`src/rtl/fwd_hazard_tracker.sv`:
```
// Forwarding select and load-use stall generator for the decode stage.
// Latency: selects and stall are combinational; the scoreboard updates one edge after issue.
// Backpressure: stall holds IF/ID and PC and inserts a bubble; older tracker entries always advance.
//
// Ports:
//   clk, reset        - clock (rising edge) and asynchronous active-high reset
//   id_valid          - decode holds a real instruction
//   id_src            - packed source addresses, operand i at [i*REG_ADDR_W +: REG_ADDR_W]
//   id_src_used       - operand i is actually read
//   id_wr, id_dest    - decode instruction writes register id_dest
//   id_is_load        - decode instruction is a LOAD
//   flush             - kill the decode instruction
//   stall             - hold IF/ID and PC (combinational)
//   fwd_sel           - per-operand select, 0 = register file, k+1 = tracker stage k
//   stall_cnt         - saturating count of stall cycles
module fwd_hazard_tracker #(
  parameter int REG_ADDR_W = 5,
  parameter int NUM_SRC    = 2,
  parameter int FWD_DEPTH  = 3,
  parameter int LOAD_LAT   = 1,
  parameter int ZERO_REG   = 0,
  parameter int CNT_W      = 16,
  localparam int SEL_W     = $clog2(FWD_DEPTH + 1)
) (
  input  logic                          clk,
  input  logic                          reset,
  input  logic                          id_valid,
  input  logic [NUM_SRC*REG_ADDR_W-1:0] id_src,
  input  logic [NUM_SRC-1:0]            id_src_used,
  input  logic                          id_wr,
  input  logic [REG_ADDR_W-1:0]         id_dest,
  input  logic                          id_is_load,
  input  logic                          flush,
  output logic                          stall,
  output logic [NUM_SRC*SEL_W-1:0]      fwd_sel,
  output logic [CNT_W-1:0]              stall_cnt
);

  // One in-flight producer per stage past decode.
  typedef struct packed {
    logic                  v;
    logic                  wr;
    logic [REG_ADDR_W-1:0] dest;
    logic                  ld;
  } entry_t;

  localparam logic [REG_ADDR_W-1:0] ZERO_ADDR = REG_ADDR_W'(ZERO_REG);

  entry_t                  trk [FWD_DEPTH];
  entry_t                  entry_in;
  logic [REG_ADDR_W-1:0]   src [NUM_SRC];
  logic [SEL_W-1:0]        sel [NUM_SRC];
  logic [NUM_SRC-1:0]      found;
  logic [NUM_SRC-1:0]      not_ready;

  // Unpack the flat source-address bus.
  always_comb begin
    for (int i = 0; i < NUM_SRC; i++) begin
      src[i] = id_src[i*REG_ADDR_W +: REG_ADDR_W];
    end
  end

  // Scan stages from youngest to oldest; the first hit per operand decides it,
  // so older producers of the same register are shadowed by newer ones.
  always_comb begin
    found     = '0;
    not_ready = '0;
    for (int i = 0; i < NUM_SRC; i++) begin
      sel[i] = '0;
    end
    for (int i = 0; i < NUM_SRC; i++) begin
      for (int k = 0; k < FWD_DEPTH; k++) begin
        if (!found[i] && id_valid && id_src_used[i] && (src[i] != ZERO_ADDR) &&
            trk[k].v && trk[k].wr && (trk[k].dest == src[i])) begin
          found[i] = 1'b1;
          // Load data only exists from stage LOAD_LAT onwards.
          if (!trk[k].ld || (k >= LOAD_LAT)) begin
            sel[i] = SEL_W'(k + 1);
          end else begin
            not_ready[i] = 1'b1;
          end
        end
      end
    end
  end

  // Flush overrides stall: the killed instruction cannot wait on anything.
  assign stall = id_valid && !flush && (|not_ready);

  always_comb begin
    fwd_sel = '0;
    for (int i = 0; i < NUM_SRC; i++) begin
      fwd_sel[i*SEL_W +: SEL_W] = sel[i];
    end
  end

  // A stalled or flushed decode slot enters the tracker as a bubble.
  always_comb begin
    entry_in      = '0;
    entry_in.v    = id_valid && !flush && !stall;
    entry_in.wr   = id_wr;
    entry_in.dest = id_dest;
    entry_in.ld   = id_is_load;
  end

  // Shift register: every entry advances each edge, the oldest falls off.
  always_ff @(posedge clk or posedge reset) begin
    if (reset) begin
      for (int k = 0; k < FWD_DEPTH; k++) begin
        trk[k] <= '0;
      end
    end else begin
      for (int k = 1; k < FWD_DEPTH; k++) begin
        trk[k] <= trk[k-1];
      end
      trk[0] <= entry_in;
    end
  end

  // Saturating stall-cycle counter.
  always_ff @(posedge clk or posedge reset) begin
    if (reset) begin
      stall_cnt <= '0;
    end else if (stall && (stall_cnt != {CNT_W{1'b1}})) begin
      stall_cnt <= stall_cnt + 1'b1;
    end
  end

endmodule

```
`config.mk`:
```
export PLATFORM = sky130hd
export DESIGN_NAME = fwd_hazard_tracker
export DESIGN_NICKNAME = d
export VERILOG_FILES = /design/src/rtl/fwd_hazard_tracker.sv
export SDC_FILE = /design/constraint.sdc
export NUM_CORES = 1
export LEC_CHECK = 0
export ABC_AREA = 1
export CAP_MARGIN = 10
export CORE_AREA = 2 2 102 104
export CTS_BUF_LIST = sky130_fd_sc_hd__clkbuf_8
export CTS_CLUSTER_DIAMETER = 100
export DETAILED_ROUTE_END_ITERATION = 10
export DIE_AREA = 0 0 104 106
export DONT_BUFFER_PORTS = 1
export PLACE_DENSITY = 0.47
export SETUP_SLACK_MARGIN = 0.02
export SLEW_MARGIN = 20
export SYNTH_ARGS = -nofsm -noshare
export SYNTH_HDL_FRONTEND = slang
export SYNTH_SLANG_ARGS = --single-unit
```
`constraint.sdc`:
```
create_clock -name clk -period 1.8 [get_ports clk]
set_input_delay 0.09 -clock clk [delete_from_list [all_inputs] [get_ports clk]]
set_output_delay 0.09 -clock clk [all_outputs]
set_load 0.05 [all_outputs]
```
[Yosys cells after proc, flatten, opt, wreduce, memory -nomap -nowiden]
Cells that the tools add are included.
Operators by class
  $add $sub $neg: 1
  equality and inequality tests: 7
  multiplexer cells: 14
  reduce and logical (&&, ||, !) cells: 47
Operator list (number)
  $logic_and 1x1->1: 38
  $eq 5x5->1: 6
  $add 16x1->16 const B: 1
  $ne 16x16->1 const B: 1
  $mux 2: 5
  $reduce_bool 5->1: 2
  $mux 1: 9
  $logic_not 1->1: 6
  $reduce_or 2->1: 1
Word-level totals
  register bits after elaboration: 38
  input bits: 23
  output and inout port bits: 21
  word-level logic and storage cells: 80

[Logic depth before layout (Yosys ltp)]
Gate-level depths: netlist (run 1).
  depth in word-level cells: 22
  depth in mapped cells: 13
  gate-level depth less buffers: 11

[Worst setup path after synthesis (run 1)]
No wires, ideal clock.
  path kind: reg2out
  start: register trk[21] (netlist name)
  end: output port fwd_sel[2]
  arrival time: 1879 ps
  data required time: 1710 ps
  setup slack: -169 ps
  cell stages (with the launch flop): 5
  path through: dfrtp_1 xor2_1 a21oi_1 nand3_1 o21ai_0
On the way
  word-level cells in the longest chain between the ends: 19
Ends and longest elaborated chain
  from (decl): line 49  | entry_t trk [FWD_DEPTH];
  from (signal, indexed assignment): line 114  | trk[k] <= trk[k-1];
  $eq 5x5->1 (*): line 74  | trk[k].v && trk[k].wr && (trk[k].dest == src[i])) begin
  $logic_and 1x1->1 (*): line 74
  $mux 1: line 73  | if (!found[i] && id_valid && id_src_used[i] && (src[i] != ZERO_ADDR) &&
  $logic_not 1->1: line 73
  $logic_and 1x1->1 (4 in a row): line 73
  $logic_and 1x1->1 (2 in a row): line 74
  $mux 1: line 73
  $logic_not 1->1: line 73
  $logic_and 1x1->1 (4 in a row): line 73
  $logic_and 1x1->1 (2 in a row): line 74
  $mux 2 (*): line 73
  to (decl): line 35  | output logic [NUM_SRC*SEL_W-1:0] fwd_sel,
Mark *: on every way between the ends. The rest lies on a longest branch, timed or not.

[Final worst setup path (run 1)]
  start: register trk[12] (netlist name)
  end: output port fwd_sel[3]
On the way
  word-level cells in the longest chain between the ends: 11
Ends and longest elaborated chain (line)
  $eq 5x5->1 (*): 74
  $logic_and 1x1->1 (*): 74
  $mux 1: 73
  $logic_not 1->1: 73
  $logic_and 1x1->1 (4 in a row): 73
  $logic_and 1x1->1 (2 in a row): 74
  $mux 2 (*): 73
Marks and branches as above.

==> results of run 1 <==
-- layer usage --
layer | track usage, % | up-vias | wire length [um]
li1 | - | 1089 | -
met4 | 2.70 | 0 | 50
met2 | 21.8 | 60 | 3160
met3 | 3.43 | 8 | 480
met1 | 14.9 | 1012 | 2700
met5 | 0 | - | 0
-- state kept, by name, summed over array words and instances, names as in the netlist --
name and cells:
stall_cnt 16, trk 22
-- repair_timing --
item,in CTS,in global routing
hold buffers,9,0
gates resized for setup,8,30
endpoints found under the hold margin,46,0
pin swaps,1,12
setup buffers,1,7
cloned,0,1
setup endpoints to repair,4,21
-- power groups by stage --
stage | combinational (mW) | sequential, mW | clock, mW
4_1_cts | 0.167 | 0.903 | 0.648
5_1_grt | 0.213 | 0.910 | 0.686
2_1_floorplan | 0.111 | 0.916 | 0
3_3_place_gp | 0.143 | 0.920 | 0
3_5_place_dp | 0.145 | 0.921 | 0
6_report | 0.188 | 0.905 | 0.624
-- tightest hold or removal path, cell delays in order --
cell	delay (ns)
inv_1	0.04
nor2_2	0.04
inv_1	0.07
nor2_1	0.05
-- cell type report --
| cell class | instances | share of cell area [%] |
|---|---|---|
| well taps | 136 | 5.77 |
| multi-input cells | 224 | 41.2 |
| clock inverters | 2 | 0.424 |
| repair buffers | 44 | 12.6 |
| inverters | 38 | 4.83 |
| clock buffers | 6 | 2.80 |
| flip-flops and latches | 38 | 32.4 |
-- cell families (layout without fill, tap and decap cells) --
| family | Yosys count | in the layout | synth area share, % |
|---|---|---|---|
| compound gates | 26 | 26 | 6.49 |
| xor+xnor | 17 | 17 | 6.66 |
| fa+ha+maj | 1 | 1 | 0.559 |
| buf+inv | 43 | 90 | 7.83 |
| flops | 38 | 38 | 42.5 |
| simple gates | 179 | 180 | 36.0 |
-- cell usage in the layout (no fill, tap or decap), types with 7 or more instances in the layout --
cell type,instances
nand2_1,84
dfrtp_1,33
inv_1,31
buf_4,30
nor2_1,29
nand4_1,21
nand3_1,18
xor2_1,12
nand2_2,9
dlygate4sd3_1,9
a21oi_1,8
inv_2,7
o22ai_1,7
-- how the worst max path moves through the flow --
stage | start | endpoint | slack (ns) | cells after the start
floorplan | stall_cnt[2] | stall_cnt[15] | 0.05 | 7
global placement | trk[19] | stall_cnt[0] | 0.20 | 11
detailed placement | trk[19] | stall_cnt[1] | 0.21 | 11
CTS | trk[17] | stall | 0.01 | 9
global route | trk[3] | fwd_sel[2] | -0.10 | 7
finish | trk[12] | fwd_sel[3] | -0.001 | 7
==> impl_metrics.env, run 1 <==
export IMPL_fin_util_pct=29.5
export IMPL_critPathKind="register to primary output"
export IMPL_crit_fanout=4
export IMPL_track_usage_pct=12.3
export IMPL_min_path_type="input port to register"
export IMPL_clkPwrFrac_pct=36.3
export IMPL_diodes=0
export IMPL_ff_latch_area_um2=957
export IMPL_p_sw_share_pct=26.5
export IMPL_crit_path_top_delay_cell="dfrtp_1"
export IMPL_fin_ws_ns=-0.00105
export IMPL_grt_pass1_vias=2287
export IMPL_seq_area_frac_synth_pct=42.5
export IMPL_drive_gt1_share_pct=24.7
export IMPL_holdWs_ns=0.0333
export IMPL_nets=375
export IMPL_worst_ep_arrival_time_ns=1.71
export IMPL_yosys_warnings=0
export IMPL_initial_core_util_pct=22.4
export IMPL_wl_mm=6.39
export IMPL_cts_tree="done"
export IMPL_hold_depth=4
export IMPL_grt_ovfl_total=0
export IMPL_leakage_nw=1.40
export IMPL_power_internal_mw=1.26
export IMPL_gp_congestion=0.822
export IMPL_ys_types=28
export IMPL_fin_crit_sh_pct=100
export IMPL_vias=2169
export IMPL_drv_cap=0
export IMPL_h_tree_depth=2
export IMPL_synth_top_cell_by_area="dfrtp_1"
export IMPL_power_share_sequential_pct=52.7
export IMPL_outcome="finished with violations"
export IMPL_syn_to_final_growth_pct=31.9
export IMPL_final_cells=488
export IMPL_final_hold_viol_count=0
export IMPL_synth_ff_type="dfrtp_1"
export IMPL_synth_common_cells="nand2_1, dfrtp_1, inv_1"
export IMPL_totalNegativeSetupSlack_ns=-0.00105
export IMPL_fin_skew_ns=0.00310
export IMPL_synth_edf_count=0
export IMPL_synth_top_cells_by_area="dfrtp_1, nand2_1, inv_1, nand4_1, nor2_1"
export IMPL_final_cell_area_um2=2950
export IMPL_p_switching_uw=454
export IMPL_syn_avg_cell_area_um2=7.36
export IMPL_avgViaCountPerCell=4.44
export IMPL_rsz0062_at_grt="yes"
export IMPL_drtAntennaViolNets=0
export IMPL_cpPeakStageDelay_ns=0.42
export IMPL_drtIter0Drc=86
export IMPL_netlist_area_um2=2240
export IMPL_routedWlPerCell_um=13.1
export IMPL_clkSlewWorstSetupHoldPaths_ns=0.08
export IMPL_power_density_nw_per_um2=582
export IMPL_ioPinCount=44
export IMPL_n_fill_cell=1119
export IMPL_timing_fmax_mhz=555
export IMPL_timing_rr_start="stall_cnt[0]"
export IMPL_finalCriticalPeriod_ns=1.80
export IMPL_clockRootBuffer="clkbuf_8"
export IMPL_synth_top_area_share_pct=42.5
export IMPL_setup_violations=1
export IMPL_min_from="id_valid"
export IMPL_antenna_found_initial=0
export IMPL_numCtsBuffers=5
export IMPL_peakVddDrop_mv=0.248
export IMPL_numPlacedInstances=462
export IMPL_die_area_um2=11000
export IMPL_design_core_area_um2=10000
export IMPL_die_h_um=106
export IMPL_rows=37
export IMPL_pre_cts_ws_ns=0.209
export IMPL_violations="setup timing"
export IMPL_cp_end_kind="primary output"
export IMPL_holdPathEnd="trk[23]"
export IMPL_cts_sinks=38
export IMPL_drc=0
export IMPL_synth_seq_cells=38
export IMPL_synth_most_common_cell="nand2_1"
export IMPL_slew_viol_final=0
export IMPL_die_x_um=104
export IMPL_rr_worst_depth=7
export IMPL_place_area_um2=2580
export IMPL_worst_pin_slew_ns=0.490
export IMPL_comb_power_share_pct=11.0
export IMPL_cp_start_kind="register"
export IMPL_cp_num_buf_inv=2
export IMPL_drt_first_pass_iters=4
export IMPL_timing_rr_end="stall_cnt[3]"
export IMPL_dp_hpwl_mm=4.78
export IMPL_io_buffers=0
export IMPL_multi_input_area_um2=1210
export IMPL_maxSlewHeadroom_pct=67.3
export IMPL_insertion_delay_ns=0.29
export IMPL_synthCells=304
export IMPL_finalPower_mw=1.72
export IMPL_grt_pass1_wl_mm=11.1
export IMPL_critical_path_top_delay_family="simple AND/OR/NAND/NOR gates"
export IMPL_async_reset_ff_share_pct=100
export IMPL_grt_max_degree=39
export IMPL_reg2reg_slack_ns=0.23
export IMPL_required_ns=1.71
export IMPL_cts_max_path_buffers=2
export IMPL_syn_nets=328
export IMPL_crit_chain="inv_2, nand2_2, o21ai_2, nor4_2, nand3_1, a21oi_2, buf_6"
Power figures use the tool's default switching activity.
==> inputs of run 2 (changes only) <==
--- a/config.mk
+++ b/config.mk
@@ -7,13 +7,13 @@
 export LEC_CHECK = 0
 export ABC_AREA = 1
 export CAP_MARGIN = 10
-export CORE_AREA = 2 2 102 104
+export CORE_AREA = 2 2 92 116
 export CTS_BUF_LIST = sky130_fd_sc_hd__clkbuf_8
 export CTS_CLUSTER_DIAMETER = 100
 export DETAILED_ROUTE_END_ITERATION = 10
-export DIE_AREA = 0 0 104 106
+export DIE_AREA = 0 0 94 118
 export DONT_BUFFER_PORTS = 1
-export PLACE_DENSITY = 0.47
+export PLACE_DENSITY = 0.46
 export SETUP_SLACK_MARGIN = 0.02
 export SLEW_MARGIN = 20
 export SYNTH_ARGS = -nofsm -noshare
==> run 2 against run 1 <==
The run still ends with setup timing left. Global-route usage hardly changed. Count of clock-buffer cells in the layout decreased by 1. Largest power group unchanged. Sequential share of layout area is 0.30 points lower. Sequential power is essentially flat. Critical path depth fell by 1. Highest routed layer unchanged.
==> impl_metrics.env, run 2 (same netlist as run 1, synthesis figures left out) <==
export IMPL_outcome="finished with violations"
export IMPL_violations="setup timing"
export IMPL_place_area_um2=2610
export IMPL_numCtsBuffers=5
export IMPL_design_core_area_um2=10000
export IMPL_maxSlewHeadroom_pct=67.4
export IMPL_drive_gt1_share_pct=23.6
export IMPL_reg_largest_list="trk x22, stall_cnt x16"
export IMPL_wl_mm=6.64
export IMPL_comb_power_share_pct=10.5
export IMPL_final_hold_viol_count=0
export IMPL_vias=2189
export IMPL_die_x_um=94
export IMPL_cts_sinks=38
export IMPL_crit_cells=6
export IMPL_cp_end_kind="primary output"
export IMPL_drv_cap=0
export IMPL_rows=41
export IMPL_cp_start_kind="register"
export IMPL_timing_rr_end="stall_cnt[13]"
export IMPL_finalCriticalPeriod_ns=1.83
export IMPL_routedWlPerCell_um=13.7
export IMPL_avgViaCountPerCell=4.51
export IMPL_worst_pin_slew_ns=0.490
export IMPL_worst_ep_arrival_time_ns=1.74
export IMPL_clkPwrFrac_pct=39.9
export IMPL_slew_viol_final=0
export IMPL_power_share_sequential_pct=49.6
export IMPL_cp_num_buf_inv=2
export IMPL_drt_first_pass_iters=4
export IMPL_drtIter0Drc=55
export IMPL_grt_ovfl_total=0
export IMPL_critPathKind="register to primary output"
export IMPL_drc=0
export IMPL_cpPeakStageDelay_ns=0.46
export IMPL_hold_depth=3
export IMPL_track_usage_pct=12.3
export IMPL_power_density_nw_per_um2=613
export IMPL_power_internal_mw=1.36
export IMPL_n_fill_cell=1106
export IMPL_clkSlewWorstSetupHoldPaths_ns=0.08
export IMPL_min_path_type="input port to register"
export IMPL_syn_to_final_growth_pct=33.2
export IMPL_grt_pass1_wl_mm=10.6
export IMPL_dp_hpwl_mm=5.04
export IMPL_diodes=0
export IMPL_leakage_nw=1.44
export IMPL_fin_ws_ns=-0.0293
export IMPL_cts_max_path_buffers=2
export IMPL_rr_worst_depth=11
export IMPL_insertion_delay_ns=0.29
export IMPL_final_cell_area_um2=2980
export IMPL_timing_rr_start="trk[17]"
export IMPL_reg2reg_slack_ns=0.20
export IMPL_p_switching_uw=462
export IMPL_drtAntennaViolNets=0
export IMPL_timing_fmax_mhz=547
export IMPL_h_tree_depth=2
export IMPL_fin_util_pct=29.8
export IMPL_final_cell_mix="nand2_1, buf_4, dfrtp_1, nor2_1, inv_1"
export IMPL_crit_path_top_delay_cell="dfrtp_2"
export IMPL_grt_pass1_vias=2122
export IMPL_gp_congestion=0.904
export IMPL_grt_max_degree=39
export IMPL_clockRootBuffer="clkbuf_8"
export IMPL_io_buffers=0
export IMPL_crit_fanout=3
export IMPL_rsz0062_at_grt="yes"
export IMPL_largest_register_ffs=22
export IMPL_initial_core_util_pct=22.4
export IMPL_peakVddDrop_mv=0.273
export IMPL_nets=379
export IMPL_setup_violations=2
export IMPL_fin_crit_sh_pct=102
export IMPL_die_h_um=118
export IMPL_fin_skew_ns=0.00772
export IMPL_crit_chain="xor2_2, a21oi_1, nand3_2, buf_4, o21ai_2, buf_6"
export IMPL_critical_path_top_delay_family="flip-flops"
export IMPL_ioPinCount=44
export IMPL_holdWs_ns=0.0296
export IMPL_die_area_um2=11100
export IMPL_antenna_found_initial=0
export IMPL_cts_tree="done"
export IMPL_regMostFlops="trk"
export IMPL_final_common_cell="nand2_1"
export IMPL_crit_path_end="fwd_sel[2]"
export IMPL_p_sw_share_pct=25.3
export IMPL_required_ns=1.71
export IMPL_cp_startpoint="trk[21]"
[run 2: changes by cell type in the layout (fill, tap and decap cells not counted), sizes merged]
cell         delta
dlygate4sd3     -1
clkinvlp        -1
clkinv          +1
clkbuf          -1
buf             +5
bufinv          +1
[run 2: power by group through the flow]
stage / Sequential [mW] / Combinational, mW / Clock, mW
after global routing: 0.911 / 0.215 / 0.785
after detailed placement: 0.921 / 0.150 / 0
after CTS: 0.904 / 0.185 / 0.741
after floorplan: 0.916 / 0.111 / 0
final: 0.906 / 0.191 / 0.729
after global placement: 0.921 / 0.149 / 0
[run 2: how the worst min path moves through the flow]
stage                         end  slack, ns  startpoint
after floorplan           trk[16]       0.12  id_is_load
after global placement    trk[20]       0.12  id_dest[3]
after detailed placement  trk[20]       0.12  id_dest[3]
after CTS                 trk[23]      0.006       flush
after global routing      trk[23]       0.05       flush
final                     trk[23]       0.03       flush
[run 2: what timing repair did]
item,CTS,global route
buffers inserted,8,0
pin swaps,8,12
endpoints found under the hold margin,45,0
setup endpoints to repair,5,21
hold buffers,8,0
gates resized for setup,17,15
cloned,0,1
[run 2: tightest hold or removal path, stage by stage]
cell	delay (ns)
nor2_2	0.06
inv_1	0.09
nor2_1	0.05
[run 2: per-stage QoR]
stage	setup TNS, ns	power [mW]	cells	worst slack, ns
6_report	-0.0443	1.83	485	-0.0293
5_1_grt	-0.406	1.91	485	-0.116
4_1_cts	-0.00189	1.83	484	-0.00189
3_5_place_dp	0	1.07	460	0.147
3_3_place_gp	0	1.07	460	0.143
2_1_floorplan	0	1.03	304	0.0532
[run 2: metal layers]
layer | share of wire, % | up-vias | track usage (%)
met3 | 6.2 | 9 | 3.46
met5 | 0 | - | 0
met4 | 1.2 | 0 | 3.26
met1 | 42 | 1031 | 15.7
met2 | 50 | 61 | 20.1
li1 | - | 1088 | -
[run 2: layout make-up]
| type | count | area, um2 | share of cell area [%] |
|---|---|---|---|
| clock buffers | 5 | 68.8 | 2.31 |
| clock inverters | 3 | 40.0 | 1.34 |
| inverters | 38 | 143 | 4.79 |
| multi-input cells | 224 | 1210 | 40.7 |
| flip-flops and latches | 38 | 957 | 32.1 |
| well taps | 129 | 161 | 5.42 |
| repair buffers | 48 | 395 | 13.3 |
